**src/rtl/timer_pkg.sv**
```systemverilog
// Shared definitions for the memory-mapped countdown timer: FSM states,
// register offsets, CTRL bit positions and mode codes.
package timer_pkg;

   typedef enum logic [1:0] {
      IDLE = 2'd0,
      LOAD = 2'd1,
      CNT  = 2'd2,
      INT  = 2'd3
   } timer_state_e;

   // Word offsets decoded from addr[3:2]
   localparam logic [1:0] TMR_CTRL   = 2'd0;
   localparam logic [1:0] TMR_PRESET = 2'd1;
   localparam logic [1:0] TMR_COUNT  = 2'd2;
   localparam logic [1:0] TMR_RSVD   = 2'd3;

   localparam int EN_BIT   = 0;
   localparam int MODE_LSB = 1;
   localparam int MODE_MSB = 2;
   localparam int IM_BIT   = 3;
   localparam int CTRL_W   = 4;

   localparam logic [1:0] MODE_ONESHOT = 2'b00;
   localparam logic [1:0] MODE_RELOAD  = 2'b01;

   function automatic logic [31:0] ctrl_to_word(input logic [CTRL_W-1:0] c);
      return {{(32-CTRL_W){1'b0}}, c};
   endfunction

endpackage

```
**src/rtl/timer_dev_if.sv**
```systemverilog
// Data-memory bus between the M-stage bridge and the timer device,
// including the timer's interrupt request back to CP0.
interface timer_dev_if;
   logic [31:0] addr;
   logic        we;
   logic [31:0] wdata;
   logic [31:0] rdata;
   logic        irq;

   modport master (
      output addr,
      output we,
      output wdata,
      input  rdata,
      input  irq
   );

   modport slave (
      input  addr,
      input  we,
      input  wdata,
      output rdata,
      output irq
   );
endinterface

```
**src/rtl/timer_dev_fsm.sv**
```systemverilog
// Countdown FSM for timer_dev: owns state, COUNT and irq_flag.
// Auto-reload (mode 01) exists only when TIMER_AUTO_RELOAD_EN is defined.
module timer_fsm
   import timer_pkg::*;
(
   input  logic        clk,
   input  logic        reset,
   input  logic        en_i,
   input  logic [1:0]  mode_i,
   input  logic [31:0] preset_i,
   input  logic        ctrl_wr_i,
   output logic        en_clr_o,
   output logic [31:0] count_o,
   output logic        irq_flag_o
);

   timer_state_e state_q, state_d;
   logic [31:0]  count_q, count_d;
   logic         irq_flag_q, irq_flag_d;
   logic         reload;

`ifdef TIMER_AUTO_RELOAD_EN
   assign reload = (mode_i == MODE_RELOAD);
`else
   // Mode is still stored by the register block but never changes behaviour here
   logic mode_unused;
   assign mode_unused = ^mode_i;
   assign reload      = 1'b0;
`endif

   always_ff @(posedge clk) begin
      if (reset) begin
         state_q    <= IDLE;
         count_q    <= 32'd0;
         irq_flag_q <= 1'b0;
      end else begin
         state_q    <= state_d;
         count_q    <= count_d;
         irq_flag_q <= irq_flag_d;
      end
   end

   always_comb begin
      state_d    = state_q;
      count_d    = count_q;
      irq_flag_d = irq_flag_q;
      en_clr_o   = 1'b0;

      // An expiry on the same edge as a CTRL write still raises the flag
      if (ctrl_wr_i) begin
         irq_flag_d = 1'b0;
      end

      unique case (state_q)
         IDLE: begin
            if (en_i) begin
               state_d = LOAD;
            end
         end
         LOAD: begin
            if (!en_i) begin
               state_d = IDLE;
            end else begin
               count_d = preset_i;
               state_d = CNT;
            end
         end
         CNT: begin
            if (!en_i) begin
               state_d = IDLE;
            end else if (count_q > 32'd1) begin
               count_d = count_q - 32'd1;
            end else begin
               count_d    = 32'd0;
               irq_flag_d = 1'b1;
               state_d    = INT;
            end
         end
         INT: begin
            if (reload) begin
               // Reload flag is a single-cycle pulse tied to the INT state
               irq_flag_d = 1'b0;
               state_d    = en_i ? LOAD : IDLE;
            end else begin
               en_clr_o = en_i;
               state_d  = IDLE;
            end
         end
         default: begin
            state_d = IDLE;
         end
      endcase
   end

   assign count_o    = count_q;
   assign irq_flag_o = irq_flag_q;

endmodule

```
**src/rtl/timer_dev.sv**
```systemverilog
// Memory-mapped countdown timer: CTRL/PRESET registers, COUNT read-back and irq.
// Optional auto-reload mode is enabled by defining TIMER_AUTO_RELOAD_EN.
module timer_dev
   import timer_pkg::*;
#(
   parameter logic [1:0] BASE_SEL = 2'b00
) (
   input  logic        clk,
   input  logic        reset,
   timer_dev_if.slave  bus
);

   localparam logic [1:0] BANK_SEL_UNUSED = BASE_SEL;

   logic [1:0]        sel;
   logic              addr_unused;
   logic [CTRL_W-1:0] ctrl_q, ctrl_d;
   logic [31:0]       preset_q, preset_d;
   logic              ctrl_wr, preset_wr;
   logic              en_clr;
   logic [31:0]       count;
   logic              irq_flag;

   assign sel         = bus.addr[3:2];
   assign addr_unused = ^{bus.addr[31:4], bus.addr[1:0]};
   assign ctrl_wr     = bus.we && (sel == TMR_CTRL);
   assign preset_wr   = bus.we && (sel == TMR_PRESET);

   always_comb begin
      ctrl_d   = ctrl_q;
      preset_d = preset_q;
      // A CPU write to CTRL takes priority over the FSM's one-shot enable clear
      if (ctrl_wr) begin
         ctrl_d = bus.wdata[CTRL_W-1:0];
      end else if (en_clr) begin
         ctrl_d[EN_BIT] = 1'b0;
      end
      if (preset_wr) begin
         preset_d = bus.wdata;
      end
   end

   always_ff @(posedge clk) begin
      if (reset) begin
         ctrl_q   <= '0;
         preset_q <= 32'd0;
      end else begin
         ctrl_q   <= ctrl_d;
         preset_q <= preset_d;
      end
   end

   timer_fsm u_fsm (
      .clk        (clk),
      .reset      (reset),
      .en_i       (ctrl_q[EN_BIT]),
      .mode_i     (ctrl_q[MODE_MSB:MODE_LSB]),
      .preset_i   (preset_q),
      .ctrl_wr_i  (ctrl_wr),
      .en_clr_o   (en_clr),
      .count_o    (count),
      .irq_flag_o (irq_flag)
   );

   always_comb begin
      bus.rdata = 32'd0;
      unique case (sel)
         TMR_CTRL:   bus.rdata = ctrl_to_word(ctrl_q);
         TMR_PRESET: bus.rdata = preset_q;
         TMR_COUNT:  bus.rdata = count;
         TMR_RSVD:   bus.rdata = 32'd0;
         default:    bus.rdata = 32'd0;
      endcase
   end

   assign bus.irq = ctrl_q[IM_BIT] & irq_flag;

endmodule

```
**src/flat_wrapper.sv**
```systemverilog
// flat-port wrapper written by rule: the top's interface ports become plain ports
module timer_dev_flat import timer_pkg::*;
#(
   parameter logic [1:0] BASE_SEL = 2'b00
)
  (clk, reset, bus_addr, bus_we, bus_wdata, bus_rdata, bus_irq);
  timer_dev_if bus_i ();
  input  logic clk;
  input  logic reset;
  input wire logic [$bits(bus_i.addr)-1:0] bus_addr;
  input wire logic [$bits(bus_i.we)-1:0] bus_we;
  input wire logic [$bits(bus_i.wdata)-1:0] bus_wdata;
  output wire logic [$bits(bus_i.rdata)-1:0] bus_rdata;
  output wire logic [$bits(bus_i.irq)-1:0] bus_irq;
  assign bus_i.addr = bus_addr;
  assign bus_i.we = bus_we;
  assign bus_i.wdata = bus_wdata;
  assign bus_rdata = bus_i.rdata;
  assign bus_irq = bus_i.irq;
  timer_dev #(.BASE_SEL(BASE_SEL)) u_core (.clk(clk), .reset(reset), .bus(bus_i));
endmodule
```
**config.mk**
```make
export PLATFORM = sky130hd
export DESIGN_NAME = timer_dev_flat
export DESIGN_NICKNAME = d
export VERILOG_FILES = /design/src/rtl/timer_pkg.sv /design/src/rtl/timer_dev_if.sv /design/src/rtl/timer_dev_fsm.sv /design/src/rtl/timer_dev.sv /design/src/flat_wrapper.sv
export SDC_FILE = /design/constraint.sdc
export NUM_CORES = 1
export LEC_CHECK = 0
export ABC_CLOCK_PERIOD_IN_PS = 2900
export CAP_MARGIN = 20
export CORE_MARGIN = 3
export CORE_UTILIZATION = 50
export CTS_CLUSTER_DIAMETER = 50
export CTS_CLUSTER_SIZE = 12
export DETAILED_ROUTE_END_ITERATION = 10
export PLACE_DENSITY = 0.77
export SLEW_MARGIN = 30
export SYNTH_ARGS = -nofsm -noshare
export SYNTH_HDL_FRONTEND = slang
export SYNTH_SLANG_ARGS = --single-unit
```
**constraint.sdc**
```tcl
create_clock -name clk -period 2.9 [get_ports clk]
set_input_delay 0.58 -clock clk [delete_from_list [all_inputs] [get_ports clk]]
set_output_delay 0.58 -clock clk [all_outputs]
set_load 0.02 [all_outputs]
```
[Word level (Yosys, flattened, before mapping)]
Index checks and enable logic that the tools add are counted.
Storage, ports and cells
  register bits after elaboration: 71
  bits of input ports: 67
  word-level logic and storage cells: 44
Operators by class
  equal/unequal tests: 10
  multiplexer cells: 17
  bitwise logic cells: 1
  reduce and logical (&&, ||, !) cells: 8
  add/sub/neg operators: 1
  order comparisons: 1
Operator list (number)
  $pmux 32 s4: 1
  $mux 32: 3
  $pmux 32 s2: 1
  $gt 32x1->1 const B: 1
  $sub 32x1->32 const B: 1
  $eq 2x2->1 const B: 4
  $mux 2: 4
  $pmux 2 s4: 1
  $mux 1: 7
  $ne 2x1->1 const B: 3
  $eq 2x1->1 const B: 2
  $logic_not 2->1: 2
  $reduce_bool 2->1: 2
  $ne 3x3->1 const B: 1
  $reduce_and 3->1: 1
  $logic_and 1x1->1: 2
  $reduce_and 2->1: 1
  $and 1x1->1: 1

[Logic depth before layout (Yosys ltp)]
  word-level depth: 6
  mapped depth: 9

[Modules after synthesis]
From an unflattened synthesis, not the netlist that was laid out.
Second synthesis, totals
  cell total of the unflattened synthesis: 508
  area total of the unflattened synthesis: 4240.3 um^2
By module, submodules not included
  timer_fsm: cells an instance 306, times used 1, area each 2262.2 um^2
  timer_dev: cells an instance 202, times used 1, area each 1978.1 um^2

[Least setup slack after synthesis]
Ideal clock, no wire load.
  path kind: input-to-output
  start: input port bus_addr[3]
  end: output port bus_rdata[10]
  arrival time: 1.866 ns
  cell stages on the path: 5
  required time: 2.320 ns
  path slack: 0.454 ns
  path through: clkbuf_1 -> nor2b_1 -> clkbuf_1 -> buf_1 -> a22o_1
Between the ends
  longest elaborated chain between the ends: 2
  elaborated cells on any way between the ends: 5
RTL lines
  from (decl): line flat_wrapper.sv:10  | input wire logic [$bits(bus_i.addr)-1:0] bus_addr;
  $eq 2x2->1 (tied with other cells): line timer_dev.sv:67  | unique case (sel)
  $pmux 32 s4 *: line timer_dev.sv:67
  to (decl): line flat_wrapper.sv:13  | output wire logic [$bits(bus_i.rdata)-1:0] bus_rdata;
Mark *: on every way between the ends. The rest lies on a longest branch, timed or not.

[Worst setup path after layout]
  start: input port bus_addr[3]
  end: output port bus_rdata[30]
Same word-level chain as after synthesis.

==> flow_results.org <==
** Status
- The run finished with clean final reports.

** Setup path
- The worst setup path is launched from an input pin.
- Cell-by-cell trace of the critical path :: clkdlybuf4s50_1 > nor2b_2 > buf_4 > a22o_1 > dlygate4sd2_1
- Counting cells, the worst reg-to-reg path comes to 8.
- Worst EP required :: 2320 ps
- For this design, the slowest cell found on the critical path is sky130_fd_sc_hd__clkdlybuf4s50_1.
- Crit path DAT :: 2110 ps
- The worst register-to-register path ends at u_core.u_fsm.count_o[10].
- Max FO, Critical Path :: 12
- The worst setup path is captured at a primary output.
- The startpoint identified for the worst register-to-register timing path is u_core.u_fsm.count_o[0].
- Setup slack, reg-to-reg :: 510 ps
- Critical path's largest stage delay :: 540 ps
- The setup path with the least slack is of type in -> out.

** Floorplan
- Pin placement for this block handled 100 I/O pins.
- Core outline area :: 7890 um^2
- Total number of placement rows :: 32
- Die outline height :: 97.0 um
- The die covers 9410 um^2.
- Once the floorplan was initialized, standard cells occupied 52.5% of the core.
- X dimension of the die :: 97.0 um

** Place
- During placement, the flow inserted port buffers numbering 69.
- HPWL after DPL :: 8.09 mm
- Post-placement setup slack :: -58.9 ps
- Routability-driven placement finished with a final weighted congestion of 0.926.

** Synth
- The portion of synthesized area spent on multiplexers is 1.96%.
- Summing the areas of all compound-gate instances in the mapped netlist gives 28.4% of the synthesized area.
- Top post-synthesis cells by area :: sky130_fd_sc_hd__dfxtp_1 (34%), sky130_fd_sc_hd__nand2_1 (8.2%), sky130_fd_sc_hd__a21oi_1 (6.7%), sky130_fd_sc_hd__a22o_1 (5.9%), sky130_fd_sc_hd__clkbuf_1 (3.3%)
- Most common library cells after synthesis :: sky130_fd_sc_hd__nand2_1 (90), sky130_fd_sc_hd__dfxtp_1 (71), sky130_fd_sc_hd__a21oi_1 (55)
- In this run, distinct cell masters in the synthesized netlist total 63.
- Largest area contributor in the netlist :: sky130_fd_sc_hd__dfxtp_1
- Each instance of the synthesized netlist takes up on average 7.90 um^2.
- The synthesized design contains 71 register bits.
- After synthesis, the largest family of logic cells by area is compound AO/OA/AOI/OAI gates.
- Async set-reset flop share out of synthesis :: 0%
- In the synthesized netlist the dominant register cell turns out to be sky130_fd_sc_hd__dfxtp_1.
- Sequential elements use 34.3% of the synthesized area.
- Gate count of the mapped netlist :: 524
- Area share of the largest cell type after synthesis :: 34.3%
- Synthesized area :: 4140 um^2
- Most common cell in the synthesized netlist :: sky130_fd_sc_hd__nand2_1
- Summing the areas of all fa, ha and maj instances in the mapped netlist gives 2.12% of the synthesized area.
- Counting flops with a built-in enable in the synthesized netlist gives 0.
- Fraction of synthesized cell area in xor and xnor cells :: 0%
- Warning count from the yosys run :: 0
- The number of nets handed over by synthesis was 598.
- After Yosys synthesis, and, or, nand and nor cells account for 27.2% of the synthesized area.

** Clock network
- For this design, the sink count on the clock tree is 71.
- The cell sitting at the root of the clock tree is a sky130_fd_sc_hd__clkbuf_8.
- Insertion delay to the later sink of the worst-skew pair :: 350 ps
- After clock tree synthesis, the clock-pin slew on the worst setup and hold paths is 80 ps.
- After clock tree synthesis, the flow added hold-fix buffers numbering 0.
- The clock passes through at most 2 buffers.
- TritonCTS built the clock tree.
- The H-tree generated during clock tree synthesis spans 3 levels.
- Number of buffers created by CTS :: 9

** Drt
- The routed layout has 4241 vias.
- Count of TritonRoute iterations in the first routing pass :: 5
- Initial DRC Count :: 333
- The detail route stage leaves a number of antenna-violating nets equal to 0.
- Routed wirelength normalized by instance count :: 16.9 um
- Via density per instance :: 6.16
- Aggregate routed wire length :: 11.7 mm
- For this run, design rule violations remaining after detail routing come to 0.

** Min path
- WHS Path Cells :: 2
- In this run the most critical hold path is launched from u_core.preset_q[14].
- Worst min path class :: reg -> reg
- Hold-critical path endpoint :: u_core.preset_q[14]

** STA
- The final count of pins violating max slew is 0.
- Setup repair after global routing missed its margin :: false
- Final clock skew :: 7.70 ps
- Setup slack of the critical path after layout :: 214 ps
- Min cycle time layout :: 2690 ps
- The number of hold violations in the final report came to 0.
- Dividing the final minimum period by the clock period gives 92.6%.
- Normalized max-slew margin :: 62.2%
- Setup violations remaining at the end of the flow were counted as 0.
- Static timing analysis puts the maximum clock frequency at 372 MHz.
- Tightest Pin Transition :: 562 ps

** Power and ir drop
- Dividing total power by cell area gives a power density of 498 nW/um^2.
- The analysis attributes to cell leakage a power of 2.11 nW.
- Sequential share of power :: 41.0%
- In this run, the combinational gates consume 27.1% of the power.
- Max VDD drop :: 0.000318 V
- The analysis attributes to net switching a power of 0.860 mW.
- In this run switching power makes up 33.8% of total power.
- Internal power :: 1.68 mW
- Tot Pwr :: 2.54 mW
- The clock network is responsible for 31.9% of the overall power.

** GRT
- Global routing usage summed across all routing layers :: 24.7%
- Grt ovf :: 0
- The number of global-route vias before repair came to 4032.
- Entering global routing, the biggest net connects 35 pins.
- The initial antenna violation count is 0.
- The first global-routing pass estimated 19.6 mm of wire.

** Final layout
- Nets@finish :: 655
- Antenna diode instance count :: 0
- Relative to the synthesized area, the layout overhead comes to 23.2%.
- Cells with a size suffix above 1 make up 10.6% of the layout.

** Run
- Number of max-cap violations :: 0
-- through the flow --
stage          instances  setup TNS, ps  util, %  cell area, um^2  hold WS, ps
3_3_place_gp         672          -1100     62.6             4940          453
3_5_place_dp         672           -715     62.6             4940          460
2_1_floorplan        524              0        -             4140          444
6_report             688              0     64.7             5100          466
4_1_cts              688              0     64.7             5100          470
5_1_grt              688              0     64.7             5100          496
-- cells in the final DEF, fill, tap and decap left out, types with 10 or more instances in the layout --
cell and n:
sky130_fd_sc_hd__and3_1 18, sky130_fd_sc_hd__clkbuf_8 10, sky130_fd_sc_hd__nand4_1 10, sky130_fd_sc_hd__buf_4 18
sky130_fd_sc_hd__clkdlybuf4s50_1 36, sky130_fd_sc_hd__o21ai_0 12, sky130_fd_sc_hd__nor3_1 12, sky130_fd_sc_hd__a22o_1 28
sky130_fd_sc_hd__nand2_1 90, sky130_fd_sc_hd__a21oi_1 55, sky130_fd_sc_hd__dfxtp_1 71, sky130_fd_sc_hd__inv_1 16
sky130_fd_sc_hd__dlygate4sd2_1 32, sky130_fd_sc_hd__nor2_1 36
-- worst max-delay path, delay by kind of cell --
kind | cells | cell delay, ps
AO/OA/AOI/OAI | 1 | 170
AND/OR/NAND/NOR | 1 | 240
buffers and inverters | 3 | 1100
-- power by group through the flow --
stage	Sequential [mW]	Combinational (mW)	Clock (mW)
after floorplan	1.05	0.471	0
after detailed placement	1.06	0.679	0
final	1.04	0.689	0.809
after global routing	1.05	0.757	0.865
after CTS	1.04	0.678	0.817
after global placement	1.06	0.667	0
-- cell families (layout without fill, tap and decap cells) --
kind of cell,Yosys count,count (layout)
compound gates,162,162
flops,71,71
buf+inv,59,121
mux,8,8
fa+ha+maj,7,7
simple gates,217,217
-- worst max path at each step --
stage	start	to	slack, ps	depth (start not counted)
global placement	bus_addr[3]	bus_rdata[18]	-60	5
detailed placement	bus_addr[3]	bus_rdata[16]	-60	5
finish	bus_addr[3]	bus_rdata[30]	210	5
floorplan	bus_addr[3]	bus_rdata[10]	450	5
global route	bus_addr[2]	bus_rdata[17]	120	5
CTS	bus_addr[3]	bus_rdata[30]	210	5
-- layer usage --
layer | GRT usage, % | up-vias | routed length [um]
li1 | - | 2048 | -
met1 | 32.1 | 2008 | 5150
met2 | 41.1 | 175 | 5620
met3 | 6.49 | 10 | 787
met4 | 5.40 | 0 | 97
met5 | 0 | - | 0
-- cell type report --
class | instances | area [um^2]
Multi-Input combinational cell | 394 | 2480
Sequential cell | 71 | 1420
Timing Repair Buffer | 89 | 812
Fill cell | 719 | 2790
Clock buffer | 11 | 141
Tap cell | 102 | 128
Clock inverter | 5 | 57.6
Inverter | 16 | 60.1
-- state kept, by name, indices dropped and copies added, names as in the netlist --
register,flops
u_core.u_fsm.state_q,2
u_core.u_fsm.irq_flag_o,1
u_core.u_fsm.count_o,32
u_core.ctrl_q,4
u_core.preset_q,32
-- repair_timing --
action | in CTS | in global routing
resized for setup | 33 | 0
endpoints found under the hold margin | 0 | 0
buffers inserted | 0 | 0
endpoints found under the setup margin | 32 | 0
Power figures use the tool's default switching activity.
